## src/rtl/pfm_pred_filter.sv

```systemverilog
// pfm_pred_filter
//   Core-side consumer of the prefetch monitor's prediction channel. Incoming
//   predicted byte addresses are reduced to cache-line tags and compared
//   against a small fully associative filter of recently issued lines. Hits
//   are consumed and dropped. Misses are queued in a FIFO, recorded in the
//   filter with round-robin replacement, and issued to the L1 prefetch port
//   as line-aligned addresses.
//
// Optional feature macro: PFM_PRED_FILTER_STATS_EN
//   When defined, the block exports saturating 16-bit event counters
//   (stat_drop, stat_issue, stat_stall). When undefined, those ports and
//   counters are absent.
//
// Ports:
//   clk         clock
//   reset       synchronous active-high reset
//   pred_addr   predicted byte address (ignored while pred_valid=0)
//   pred_valid  prediction valid
//   pred_retry  high while the FIFO is full; the sender holds its request
//   pf_addr     line-aligned prefetch address (FIFO head, 0 when empty)
//   pf_valid    prefetch request valid (FIFO not empty)
//   pf_retry    high when L1 cannot accept; pf_addr/pf_valid hold
//   flush       invalidates every filter entry and rewinds replacement pointer
//   stat_drop   (optional) filter-hit drop count
//   stat_issue  (optional) completed prefetch transfer count
//   stat_stall  (optional) cycles with pred_valid && pred_retry
module pfm_pred_filter #(
  parameter int AddrBits    = 48,
  parameter int LineBits    = 6,
  parameter int FiltEntries = 8,
  parameter int FifoDepth   = 4
) (
  input  logic                clk,
  input  logic                reset,
  input  logic [AddrBits-1:0] pred_addr,
  input  logic                pred_valid,
  output logic                pred_retry,
  output logic [AddrBits-1:0] pf_addr,
  output logic                pf_valid,
  input  logic                pf_retry,
  input  logic                flush
`ifdef PFM_PRED_FILTER_STATS_EN
  ,
  output logic [15:0]         stat_drop,
  output logic [15:0]         stat_issue,
  output logic [15:0]         stat_stall
`endif
);

  localparam int TagW     = AddrBits - LineBits;
  localparam int FiltPtrW = $clog2(FiltEntries);
  localparam int FifoPtrW = $clog2(FifoDepth);
  localparam int CountW   = FifoPtrW + 1;

  // Filter state
  logic [TagW-1:0]        filt_tag_reg [FiltEntries];
  logic [FiltEntries-1:0] filt_valid_reg, filt_valid_next;
  logic [FiltPtrW-1:0]    filt_ptr_reg, filt_ptr_next;
  logic [FiltPtrW-1:0]    filt_wr_idx;
  logic [FiltEntries-1:0] hit_vec;

  // FIFO state (tags only; the line offset is always zero)
  logic [TagW-1:0]        fifo_mem [FifoDepth];
  logic [FifoPtrW-1:0]    rd_ptr_reg, wr_ptr_reg;
  logic [CountW-1:0]      count_reg, count_next;

  logic [TagW-1:0]        pred_tag;
  logic                   filt_hit;
  logic                   fifo_full;
  logic                   fifo_empty;
  logic                   pred_accept;
  logic                   enq;
  logic                   deq;

  // Byte offset within the line carries no information for a line prefetch.
  logic                   unused_line_offset;
  assign unused_line_offset = ^pred_addr[LineBits-1:0];

  assign pred_tag = pred_addr[AddrBits-1:LineBits];

  // Parallel tag compare across all filter entries.
  generate
    for (genvar gi = 0; gi < FiltEntries; gi++) begin : g_cmp
      assign hit_vec[gi] = filt_valid_reg[gi] && (filt_tag_reg[gi] == pred_tag);
    end
  endgenerate

  // A prediction arriving together with flush must not match entries that
  // are being invalidated on this same edge.
  assign filt_hit    = (|hit_vec) && !flush;

  assign fifo_full   = (count_reg == CountW'(FifoDepth));
  assign fifo_empty  = (count_reg == '0);

  // Retry looks at registered occupancy only: a full FIFO never accepts,
  // even if the head drains on the same edge.
  assign pred_retry  = fifo_full;
  assign pred_accept = pred_valid && !fifo_full;
  assign enq         = pred_accept && !filt_hit;
  assign deq         = !fifo_empty && !pf_retry;

  assign pf_valid    = !fifo_empty;
  assign pf_addr     = fifo_empty ? '0 : {fifo_mem[rd_ptr_reg], {LineBits{1'b0}}};

  // Filter next state: flush clears first, then a same-cycle miss lands in
  // entry 0 so it survives the flush.
  always_comb begin
    filt_valid_next = filt_valid_reg;
    filt_ptr_next   = filt_ptr_reg;
    filt_wr_idx     = filt_ptr_reg;
    if (flush) begin
      filt_valid_next = '0;
      filt_ptr_next   = '0;
      filt_wr_idx     = '0;
    end
    if (enq) begin
      filt_valid_next[filt_wr_idx] = 1'b1;
      filt_ptr_next                = filt_wr_idx + FiltPtrW'(1);
    end
  end

  always_ff @(posedge clk) begin
    if (reset) begin
      filt_valid_reg <= '0;
      filt_ptr_reg   <= '0;
    end else begin
      filt_valid_reg <= filt_valid_next;
      filt_ptr_reg   <= filt_ptr_next;
    end
  end

  // Tag storage needs no reset; the valid bits qualify it.
  always_ff @(posedge clk) begin
    if (!reset && enq) begin
      filt_tag_reg[filt_wr_idx] <= pred_tag;
    end
  end

  // FIFO storage
  always_ff @(posedge clk) begin
    if (enq) begin
      fifo_mem[wr_ptr_reg] <= pred_tag;
    end
  end

  always_comb begin
    count_next = count_reg;
    case ({enq, deq})
      2'b10:   count_next = count_reg + CountW'(1);
      2'b01:   count_next = count_reg - CountW'(1);
      default: count_next = count_reg;
    endcase
  end

  // Depth is a power of two, so pointers wrap naturally.
  always_ff @(posedge clk) begin
    if (reset) begin
      rd_ptr_reg <= '0;
      wr_ptr_reg <= '0;
      count_reg  <= '0;
    end else begin
      if (enq) begin
        wr_ptr_reg <= wr_ptr_reg + FifoPtrW'(1);
      end
      if (deq) begin
        rd_ptr_reg <= rd_ptr_reg + FifoPtrW'(1);
      end
      count_reg <= count_next;
    end
  end

`ifdef PFM_PRED_FILTER_STATS_EN
  logic [15:0] stat_drop_reg, stat_issue_reg, stat_stall_reg;
  logic        drop_evt, stall_evt;

  assign drop_evt  = pred_accept && filt_hit;
  assign stall_evt = pred_valid && fifo_full;

  // Saturating counters; flush leaves them alone.
  always_ff @(posedge clk) begin
    if (reset) begin
      stat_drop_reg  <= '0;
      stat_issue_reg <= '0;
      stat_stall_reg <= '0;
    end else begin
      if (drop_evt && (stat_drop_reg != 16'hFFFF)) begin
        stat_drop_reg <= stat_drop_reg + 16'd1;
      end
      if (deq && (stat_issue_reg != 16'hFFFF)) begin
        stat_issue_reg <= stat_issue_reg + 16'd1;
      end
      if (stall_evt && (stat_stall_reg != 16'hFFFF)) begin
        stat_stall_reg <= stat_stall_reg + 16'd1;
      end
    end
  end

  assign stat_drop  = stat_drop_reg;
  assign stat_issue = stat_issue_reg;
  assign stat_stall = stat_stall_reg;
`endif

endmodule

```

## config.mk

```make
export PLATFORM = sky130hd
export DESIGN_NAME = pfm_pred_filter
export DESIGN_NICKNAME = d
export VERILOG_FILES = /design/src/rtl/pfm_pred_filter.sv
export SDC_FILE = /design/constraint.sdc
export NUM_CORES = 1
export LEC_CHECK = 0
export ABC_AREA = 1
export BUFFER_PORTS_ARGS = -buffer_cell sky130_fd_sc_hd__buf_2
export CAP_MARGIN = 5
export CORE_ASPECT_RATIO = 0.8
export CORE_MARGIN = 4
export CORE_UTILIZATION = 45
export DETAILED_ROUTE_END_ITERATION = 12
export PLACE_DENSITY = 0.7
export SYNTH_ARGS = -nofsm -noshare
export SYNTH_HDL_FRONTEND = slang
export SYNTH_SLANG_ARGS = --single-unit
```

## constraint.sdc

```tcl
create_clock -name clk -period 4.7 [get_ports clk]
set_input_delay 0.94 -clock clk [delete_from_list [all_inputs] [get_ports clk]]
set_output_delay 0.94 -clock clk [all_outputs]
set_load 0.1 [all_outputs]
```

==> impl_metrics.csv <==
group,metric,value,unit
status,status,"finished clean",
synth,netlist_area,0.0232,mm^2
worst_setup_path,arrival,4.17,ns
synth,synthDominantCellAreaShare,65.2,%
placement,dp_cells,2998,
die,die_w,262,um
worst_setup_path,crit_type,"input pin to flip-flop",
clock_network,path_clk_slew,0.06,ns
synth,synth.top_cells.by_area,"edfxtp_1, nand2_1, nor2_1",
placement,post-place-ws,0.516,ns
layout,post-route-util,51.5,%
sta,finalCriticalPeriod,3.67,ns
synth,async_flop_share,0,%
synth,syn_area_per_cell,10.4,um^2
worst_setup_path,critical_path.max_fanout,17,
global_routing,grt_max_degree,47,
sta,maxSlewHeadroom,30.2,%
placement,hpwlAfterDp,42600,um
synth,synth_seq_cells,524,
layout,nNetsFinal,2427,
drt,highest_layer,"met4",
die,start_util,45.5,%
global_routing,grt_pass1_wl,95500,um
layout,drive_gt1_share,10.9,%
die,io_pins,103,
sta,setup_viol,0,
global_routing,overflow,0,
synth,synth_top_cell_by_area,"edfxtp_1",
drt,dr.first_iter.drc_count,1893,
worst_setup_path,slowest_stage,"fa_1",
drt,vias_per_cell,5.25,
synth,yosys_warnings,0,
min_path,hp-class,"flip-flop to flip-flop",
clock_network,htreeDepth,2,
layout,instances_no_fill,3091,
drt,wl_met3,7140,um
synth,synth_cell_types,35,
placement,port_buffers,90,
global_routing,antenna_found_initial,4,
layout,final-seq-area,0.0155,mm^2
drt,wl_met2,29500,um
sta,finalClockSkew,0.0328,ns
sta,fmax,0.272,GHz
drt,wl_per_cell,21.0,um
layout,layout_common_cells,"nand2_1, edfxtp_1, nor2_1",
die,die_h,211,um
drt,drc_errors,0,
clock_network,post_cts_buffers,0,
layout,largest_reg_flops,336,
worst_setup_path,critPathLaunchType,"input pin",
layout,multi_input_area,0.00621,mm^2
clock_network,clock_latency,0.63,ns
sta,timing.final.max_slew_violations,0,
layout,n_fill_cell,4363,
sta,grt_setup_unrepaired,"no",
clock_network,cts_root_buf,"clkbuf_16",
clock_network,clockBufferDepth,3,
sta,finalSetupTns,0,ns
worst_setup_path,cp-end-kind,"flip-flop",
die,row_count,74,
synth,synthCells,2235,
pwr,power_leakage,10.4,nW
clock_network,cts_tree,"yes",
clock_network,ctsResizeCount,0,
drt,drt-met1-wl,26700,um
layout,final_common_cell,"nand2_1",
drt,drtPass1Iterations,5,
sta,tightest_slew,1.04,ns
worst_setup_path,path_cells,"buf_2 -> buf_4 -> xnor2_1 -> nand2_1 -> nor2_1 -> nand2_1 -> nor2_1 -> nand3_1 -> nand2_1 -> nor2_1 -> nand2_2 -> nand2_4 -> nand2_8 -> ha_1 -> inv_1 -> fa_1 -> a21oi_1 -> o21ai_0 -> o21ai_0 -> a21oi_1",
drt,drt-total-wl,65000,um
die,coreArea,0.0510,mm^2
drt,routed-via-count,16200,
sta,finalHoldViolCount,0,
global_routing,grt_pass1_vias,15400,
pwr,ir_drop,0.000880,V
global_routing,grt_use_total,23.3,%
die,dieArea,0.0553,mm^2
flow_run,cap_viol_max_count,0,
synth,synth_edf_count,504,
worst_setup_path,cpPeakStageDelay,0.39,ns
clock_network,cts_buffers,51,
pwr,power_density,490,mW/mm^2
sta,setup_slack,1.03,ns
sta,finalCritPeriodShare,78.1,%
clock_network,cts_hold_buf,0,
placement,gp_congestion,0.939,
layout,area_growth,13.2,%
worst_setup_path,cp.required,5.20,ns
drt,postRouteAntennaNets,0,
synth,ys.flop_type,"edfxtp_1",
synth,yosysSeqAreaShare,66.9,%
clock_network,cts.sinks,524,
cell families (layout without fill, tap and decap cells):
family          after synthesis  after routing  share of synthesized area [%]
other cells                   1              7                         0.0161
buf+inv                     360            526                           6.63
xor+xnor                    107            107                           4.03
flops                       524            524                           66.9
fa+ha+maj                     7              7                          0.409
simple gates                989            989                           16.6
compound gates              247            247                           5.38
worst max-delay path, delay by kind of cell:
family,cells,cell delay (ns)
and+or+nand+nor,10,1.38
buffers and inverters,3,0.58
adders and majority gates,2,0.57
AOI/OAI and AO/OA,4,0.53
xor gates and xnor gates,1,0.16
routing by layer:
layer,track usage (%),up-vias
li1,-,7515
met1,34.1,7755
met2,36.4,869
met3,3.69,102
met4,7.10,0
met5,0,-
metrics by stage:
stage	hold slack (ns)	instance area, um^2	power, mW
2_1_floorplan	0.423	23200	8.27
3_3_place_gp	0.436	24700	9.05
3_5_place_dp	0.460	24700	9.09
4_1_cts	0.467	26300	12.9
5_1_grt	0.512	26300	13.3
6_report	0.464	26300	12.9
final cells by class:
type | count | area share (%)
clock buffer | 64 | 5.16
sequential | 524 | 59.1
timing repair buffer | 151 | 4.03
multi-input combinational | 1356 | 23.6
inverter | 283 | 4.04
tap | 684 | 3.26
antenna | 1 | 0.00952
clock inverter | 28 | 0.776
path summary, 6_finish.rpt:
path	startpoint	slack, ns	endpoint	cells past startpoint
worst max register to register	filt_tag_reg[6][20]	1.32	filt_tag_reg[5][1]	15
worst min register to register	count_reg[0]	0.46	count_reg[0]	1
worst max-delay path	pred_addr[35]	1.03	count_reg[2]	20
worst min-delay path	count_reg[0]	0.46	count_reg[0]	1
where the power goes:
part / switching [mW] / leakage [nW] / internal, mW
Combinational: 3.04 / 4.87 / 0.566
Sequential: 0.0611 / 4.74 / 5.34
Clock: 1.80 / 0.763 / 2.06
Total: 4.90 / 10.4 / 7.97
cells in the mapped netlist, types with 11 or more instances:
cell type and number:
a21oi_1 48, buf_4 36, clkbuf_1 27, dfxtp_1 20
edfxtp_1 504, inv_1 269, inv_2 11, nand2_1 579
nand3_1 26, nand4_1 22, nor2_1 342, o21ai_0 170
o21ai_1 24, xnor2_1 96, xor2_1 11
Power figures use the tool's default switching activity.
